### config.mk
export PLATFORM = sky130hd
export DESIGN_NAME = sdram_port_arbiter
export DESIGN_NICKNAME = d
export VERILOG_FILES = /design/src/rtl/sdram_arb_pkg.sv /design/src/rtl/sdram_port_arbiter_rr_select.sv /design/src/rtl/sdram_port_arbiter.sv
export SDC_FILE = /design/constraint.sdc
export NUM_CORES = 1
export LEC_CHECK = 0
export CORE_AREA = 2 2 337 339
export DETAILED_ROUTE_END_ITERATION = 8
export DIE_AREA = 0 0 339 341
export SYNTH_ARGS = -nofsm -noshare
export SYNTH_HDL_FRONTEND = slang
export SYNTH_SLANG_ARGS = --single-unit
### constraint.sdc
create_clock -name clk -period 23.5 [get_ports clk]
set_input_delay 3.525 -clock clk [delete_from_list [all_inputs] [get_ports clk]]
set_output_delay 3.525 -clock clk [all_outputs]
set_load 0.01 [all_outputs]
### src/rtl/sdram_arb_pkg.sv
// Shared types for the SDRAM port arbiter.
//   arb_state_e : arbiter FSM states
//   op_e        : queued command type
//   chan_ctl_t  : per-channel control slot (pending flag + op). The
//                 width-dependent fields (addr/data/byte_en) live beside it
//                 in the arbiter because they follow module parameters.
//   idx_width() : index width for a given channel count (at least 1 bit)
package sdram_arb_pkg;

    typedef enum logic [1:0] {
        ST_IDLE,
        ST_ISSUE,
        ST_WAIT_BUSY,
        ST_WAIT_DONE
    } arb_state_e;

    typedef enum logic {
        OP_RD = 1'b0,
        OP_WR = 1'b1
    } op_e;

    typedef struct packed {
        logic pending;
        op_e  op;
    } chan_ctl_t;

    function automatic int unsigned idx_width(input int unsigned n);
        return (n > 1) ? $clog2(n) : 1;
    endfunction

endpackage

### src/rtl/sdram_port_arbiter_rr_select.sv
// Combinational winner selection for the port arbiter.
//   pending     : per-channel pending requests
//   last        : index of the most recently granted channel
//   round_robin : 1 = first pending after 'last' (wrapping), 0 = lowest index
//   onehot      : winner as a one-hot vector (all zero when nothing pending)
//   index       : winner index (0 when nothing pending)
//   valid       : at least one channel pending
module rr_select #(
    parameter int unsigned NUM_PORTS = 4,
    parameter int unsigned IDX_WIDTH = 2
) (
    input  logic [NUM_PORTS-1:0] pending,
    input  logic [IDX_WIDTH-1:0] last,
    input  logic                 round_robin,
    output logic [NUM_PORTS-1:0] onehot,
    output logic [IDX_WIDTH-1:0] index,
    output logic                 valid
);

    int unsigned          cand;
    logic [IDX_WIDTH-1:0] cand_idx;

    always_comb begin
        index    = '0;
        onehot   = '0;
        cand     = 0;
        cand_idx = '0;
        valid    = |pending;
        // Scan from the farthest candidate down to the nearest so the last
        // hit standing is the highest-priority one.
        for (int unsigned k = NUM_PORTS; k > 0; k--) begin
            if (round_robin) begin
                cand = 32'(last) + k;
                if (cand >= NUM_PORTS) begin
                    cand = cand - NUM_PORTS;
                end
            end else begin
                cand = k - 1;
            end
            cand_idx = IDX_WIDTH'(cand);
            if (pending[cand_idx]) begin
                index = cand_idx;
            end
        end
        if (valid) begin
            onehot[index] = 1'b1;
        end
    end

endmodule

### src/rtl/sdram_port_arbiter.sv
// N-port front end for one SDRAM controller port.
// Each channel captures a single-cycle read or write request while ready,
// holds it pending, and the arbiter forwards one command at a time to the
// controller (fixed priority or round robin). Read data is held per channel.
//   clk, reset                     : clock, synchronous active-high reset
//   c_addr/c_data/c_byte_en        : per-channel command fields (flattened)
//   c_wr_req/c_rd_req              : per-channel request strobes
//   c_ready                        : channel can accept a request
//   c_q                            : last read data per channel (flattened)
//   m_addr/m_data/m_byte_en        : granted command fields to controller
//   m_wr_req/m_rd_req              : single-cycle command strobes
//   m_ready, m_q                   : controller idle flag and read data
module sdram_port_arbiter
    import sdram_arb_pkg::*;
#(
    parameter int unsigned NUM_PORTS   = 4,
    parameter int unsigned ADDR_WIDTH  = 25,
    parameter int unsigned DATA_WIDTH  = 16,
    parameter int unsigned Q_WIDTH     = 128,
    parameter int unsigned ROUND_ROBIN = 1
) (
    input  logic                                  clk,
    input  logic                                  reset,
    input  logic [NUM_PORTS*ADDR_WIDTH-1:0]       c_addr,
    input  logic [NUM_PORTS*DATA_WIDTH-1:0]       c_data,
    input  logic [NUM_PORTS*(DATA_WIDTH/8)-1:0]   c_byte_en,
    input  logic [NUM_PORTS-1:0]                  c_wr_req,
    input  logic [NUM_PORTS-1:0]                  c_rd_req,
    output logic [NUM_PORTS-1:0]                  c_ready,
    output logic [NUM_PORTS*Q_WIDTH-1:0]          c_q,
    output logic [ADDR_WIDTH-1:0]                 m_addr,
    output logic [DATA_WIDTH-1:0]                 m_data,
    output logic [DATA_WIDTH/8-1:0]               m_byte_en,
    output logic                                  m_wr_req,
    output logic                                  m_rd_req,
    input  logic                                  m_ready,
    input  logic [Q_WIDTH-1:0]                    m_q
);

    localparam int unsigned BE_WIDTH  = DATA_WIDTH / 8;
    localparam int unsigned IDX_WIDTH = idx_width(NUM_PORTS);

    chan_ctl_t             ctl       [NUM_PORTS];
    logic [ADDR_WIDTH-1:0] slot_addr [NUM_PORTS];
    logic [DATA_WIDTH-1:0] slot_data [NUM_PORTS];
    logic [BE_WIDTH-1:0]   slot_be   [NUM_PORTS];
    logic [Q_WIDTH-1:0]    q_hold    [NUM_PORTS];

    arb_state_e            state;
    logic [IDX_WIDTH-1:0]  last_grant;
    logic [IDX_WIDTH-1:0]  winner;
    logic [NUM_PORTS-1:0]  grant_onehot;

    logic [NUM_PORTS-1:0]  pending_vec;
    logic [NUM_PORTS-1:0]  sel_onehot;
    logic [IDX_WIDTH-1:0]  sel_index;
    logic                  sel_valid;

    always_comb begin
        pending_vec = '0;
        for (int unsigned i = 0; i < NUM_PORTS; i++) begin
            pending_vec[i] = ctl[i].pending;
        end
    end

    always_comb begin
        c_q = '0;
        for (int unsigned i = 0; i < NUM_PORTS; i++) begin
            c_q[i*Q_WIDTH +: Q_WIDTH] = q_hold[i];
        end
    end

    rr_select #(
        .NUM_PORTS (NUM_PORTS),
        .IDX_WIDTH (IDX_WIDTH)
    ) u_select (
        .pending     (pending_vec),
        .last        (last_grant),
        .round_robin (ROUND_ROBIN != 0),
        .onehot      (sel_onehot),
        .index       (sel_index),
        .valid       (sel_valid)
    );

    always_ff @(posedge clk) begin
        if (reset) begin
            state        <= ST_IDLE;
            last_grant   <= IDX_WIDTH'(NUM_PORTS - 1);
            winner       <= '0;
            grant_onehot <= '0;
            m_addr       <= '0;
            m_data       <= '0;
            m_byte_en    <= '0;
            m_wr_req     <= 1'b0;
            m_rd_req     <= 1'b0;
            c_ready      <= '1;
            for (int unsigned i = 0; i < NUM_PORTS; i++) begin
                ctl[i]       <= '0;
                slot_addr[i] <= '0;
                slot_data[i] <= '0;
                slot_be[i]   <= '0;
                q_hold[i]    <= '0;
            end
        end else begin
            m_wr_req <= 1'b0;
            m_rd_req <= 1'b0;

            // Capture only into idle slots; a channel being completed this
            // cycle is still not ready, so its request is dropped.
            for (int unsigned i = 0; i < NUM_PORTS; i++) begin
                if (c_ready[i] && (c_wr_req[i] || c_rd_req[i])) begin
                    ctl[i].pending <= 1'b1;
                    ctl[i].op      <= c_wr_req[i] ? OP_WR : OP_RD;
                    slot_addr[i]   <= c_addr[i*ADDR_WIDTH +: ADDR_WIDTH];
                    slot_data[i]   <= c_data[i*DATA_WIDTH +: DATA_WIDTH];
                    slot_be[i]     <= c_byte_en[i*BE_WIDTH +: BE_WIDTH];
                    c_ready[i]     <= 1'b0;
                end
            end

            case (state)
                ST_IDLE: begin
                    if (sel_valid && m_ready) begin
                        winner       <= sel_index;
                        grant_onehot <= sel_onehot;
                        last_grant   <= sel_index;
                        state        <= ST_ISSUE;
                    end
                end
                ST_ISSUE: begin
                    m_addr    <= slot_addr[winner];
                    m_data    <= slot_data[winner];
                    m_byte_en <= slot_be[winner];
                    m_wr_req  <= (ctl[winner].op == OP_WR);
                    m_rd_req  <= (ctl[winner].op == OP_RD);
                    state     <= ST_WAIT_BUSY;
                end
                ST_WAIT_BUSY: begin
                    if (!m_ready) begin
                        state <= ST_WAIT_DONE;
                    end
                end
                ST_WAIT_DONE: begin
                    if (m_ready) begin
                        if (ctl[winner].op == OP_RD) begin
                            q_hold[winner] <= m_q;
                        end
                        for (int unsigned i = 0; i < NUM_PORTS; i++) begin
                            if (grant_onehot[i]) begin
                                ctl[i].pending <= 1'b0;
                                c_ready[i]     <= 1'b1;
                            end
                        end
                        state <= ST_IDLE;
                    end
                end
                default: state <= ST_IDLE;
            endcase
        end
    end

endmodule

==> flow_summary.json <==
{
  "fillCellCount": 10500,
  "fin_hold_ws_ns": 0.487,
  "setup_viol": 0,
  "fp.dieH_um": 341,
  "async_flop_share_pct": 0,
  "worst_setup_path_end_kind": "flip-flop",
  "cp.required_ns": 24.00,
  "combPwrFrac_pct": 13.0,
  "pwr-share-seq_pct": 46.3,
  "place_ws_ns": 15.74,
  "grt_util_all_layers_pct": 16.3,
  "gp_congestion": 0.799,
  "arrival_ns": 7.51,
  "antenna_found_initial": 28,
  "tns_ns": 0,
  "synth_area_sq_um": 29000,
  "post-route-period-util_pct": 29.8,
  "drc": 0,
  "final_cell_mix": "clkdlybuf4s50_1 (870), edfxtp_1 (689), and2_1 (557), and3_1 (132), clkbuf_16 (83)",
  "maxSlewViolCount": 0,
  "viasPerCell": 4.25,
  "synth_warnings": 0,
  "drt-total-wl_um": 97900,
  "tritoncts": "done",
  "synth-edff-count": 689,
  "syn_avg_cell_area_sq_um": 16.2,
  "syn_nets": 2103,
  "drive_gt1_share_pct": 7.97,
  "dr.pass1.iters": 5,
  "portBuffers": 871,
  "cts-root-buf": "clkbuf_16",
  "p_sw_mw": 0.819,
  "placementRows": 123,
  "seq_area_sq_um": 22000,
  "cts_buffer_depth": 3,
  "htree_levels": 3,
  "cts_hold_buf": 0,
  "fin_crit_ns": 7.00,
  "cts.sinks": 753,
  "start_util_pct": 25.9,
  "start_kind": "primary input",
  "setup_slack_ns": 16.50,
  "fin_util_pct": 37.8,
  "vias": 18000,
  "final_common_cell": "clkdlybuf4s50_1",
  "cp_max_fo": 81,
  "pwr-share-clk_pct": 40.7,
  "dp_hpwl_um": 68800,
  "synth_seq_area_share_pct": 75.9,
  "p_per_area_nw_per_um2": 80.7,
  "grt_max_degree": 97,
  "worstSetupPathType": "in -> reg",
  "multi_input_area_sq_um": 6570,
  "grt_pass1_wl_um": 136000,
  "ioPinCount": 872,
  "finalNetCount": 2974,
  "overflow": 0,
  "worst_slew_pin_slew_ns": 1.11,
  "cap_violations": 0,
  "swShare_pct": 24.0,
  "status": "complete, no violations",
  "clk_latency_ns": 0.65,
  "post_cts_buffers": 0,
  "syn_inst": 1787,
  "hold_violations": 0,
  "clock.fmax_mhz": 143,
  "ctsResizeCount": 0,
  "coreArea_sq_um": 112000,
  "p_leak_nw": 15.7,
  "post-place-cells": 4073,
  "die_w_um": 339,
  "ant_nets": 0,
  "wl_per_cell_um": 23.1,
  "synth_ff_type": "edfxtp_1",
  "drt_first_iter_violations": 1125,
  "ir_drop_uv": 65.5,
  "clkSlewWorstSetupHoldPaths_ns": 0.06,
  "grt_pass1_vias": 18300,
  "maxSlewHeadroom_pct": 26.0,
  "hold_path.class": "reg -> reg",
  "ys_types": 36,
  "die-area_sq_um": 116000,
  "cts-buffers-inserted": 83,
  "rsz0062_at_grt": "false",
  "stdcell_count": 4233,
  "syn_to_final_growth_pct": 46.1,
  "intPower_mw": 2.60,
  "skew_ns": 0.0223,
  "yosys_register_bits": 753
}
## Yosys cell counts, types with 4 or more instances
master | n | area [sq um]
buf_2 | 31 | 155
mux4_2 | 44 | 991
buf_1 | 10 | 37.5
a221o_1 | 4 | 40.0
nand3_1 | 7 | 35.0
o21ai_0 | 10 | 50.1
clkbuf_1 | 57 | 214
ha_1 | 5 | 62.6
a211oi_1 | 5 | 37.5
nor2_1 | 57 | 214
clkbuf_2 | 12 | 60.1
a21oi_1 | 6 | 30.0
dfxtp_1 | 64 | 1280
mux2i_1 | 43 | 430
inv_1 | 9 | 33.8
nand2_1 | 15 | 56.3
and3_1 | 134 | 838
edfxtp_1 | 689 | 20700
and2_1 | 557 | 3480
## state kept, by name, indices dropped and copies added, names as in the netlist, named ones only
register / cells
c_ready: 4
ctl: 8
grant_onehot: 4
last_grant: 2
m_addr: 25
m_byte_en: 2
m_data: 16
m_rd_req: 1
m_wr_req: 1
q_hold: 512
slot_addr: 100
slot_be: 8
slot_data: 64
state: 2
winner: 2
## power groups by stage
stage	Sequential [mW]	Clock, mW	Combinational [mW]
final	1.58	1.39	0.444
after global routing	1.59	1.47	0.472
after floorplan	1.64	0	0.164
after detailed placement	1.61	0	0.454
after global placement	1.61	0	0.452
after CTS	1.58	1.42	0.455
## critical path, stage by stage
cell and delay (ns):
clkdlybuf4s50_1 0.58, nand2_1 0.23, nor3_4 0.62, buf_4 0.74, and3_4 0.72, buf_4 0.76, and2_1 0.23
## per-stage QoR
step,instance area (sq um),power [mW]
final,42300,3.41
after global routing,42300,3.53
after CTS,42300,3.45
after detailed placement,39400,2.06
after global placement,39400,2.06
after floorplan,29000,1.81
## kinds of logic (layout without fill, tap and decap cells)
logic type	count (synthesis)	in the layout	share of synthesized area, %
AND/OR/NAND/NOR	785	785	16.3
flip-flops	753	753	75.9
buffers and inverters	121	1056	1.78
multiplexers	87	87	4.91
AO/OA/AOI/OAI	36	36	0.869
adder cells (fa/ha/maj)	5	5	0.216
other	0	11	0
## cell type report
class                   count  share of cell area [%]
well taps                1500                    4.44
clock inverters            50                    1.76
diodes                     11                  0.0651
flip-flops and latches    753                    52.0
inverters                   9                  0.0799
repair buffers            898                    21.1
multi-input cells         913                    15.5
clock buffers              99                    5.10
## layer usage
layer,track usage (%),up-vias,wire (um)
li1,-,8194,-
met1,18.7,8819,37200
met3,6.20,154,9210
met4,6.36,20,2720
met2,27.5,787,48600
met5,0,-,147
## path summary, 6_finish.rpt
kind,slack (ns),to,depth (start not counted),startpoint
worst min register to register,0.49,ctl[0][1]$_SDFFE_PP0P_,1,grant_onehot[0]$_SDFFE_PP0N_
worst min-delay path,0.49,ctl[0][1]$_SDFFE_PP0P_,1,grant_onehot[0]$_SDFFE_PP0N_
worst max-delay path,16.50,q_hold[1][59]$_SDFFCE_PN0P_,7,m_ready
worst max register to register,19.19,q_hold[1][59]$_SDFFCE_PN0P_,6,ctl[2][0]$_DFFE_PP_
(Power assumes the default switching activity.)
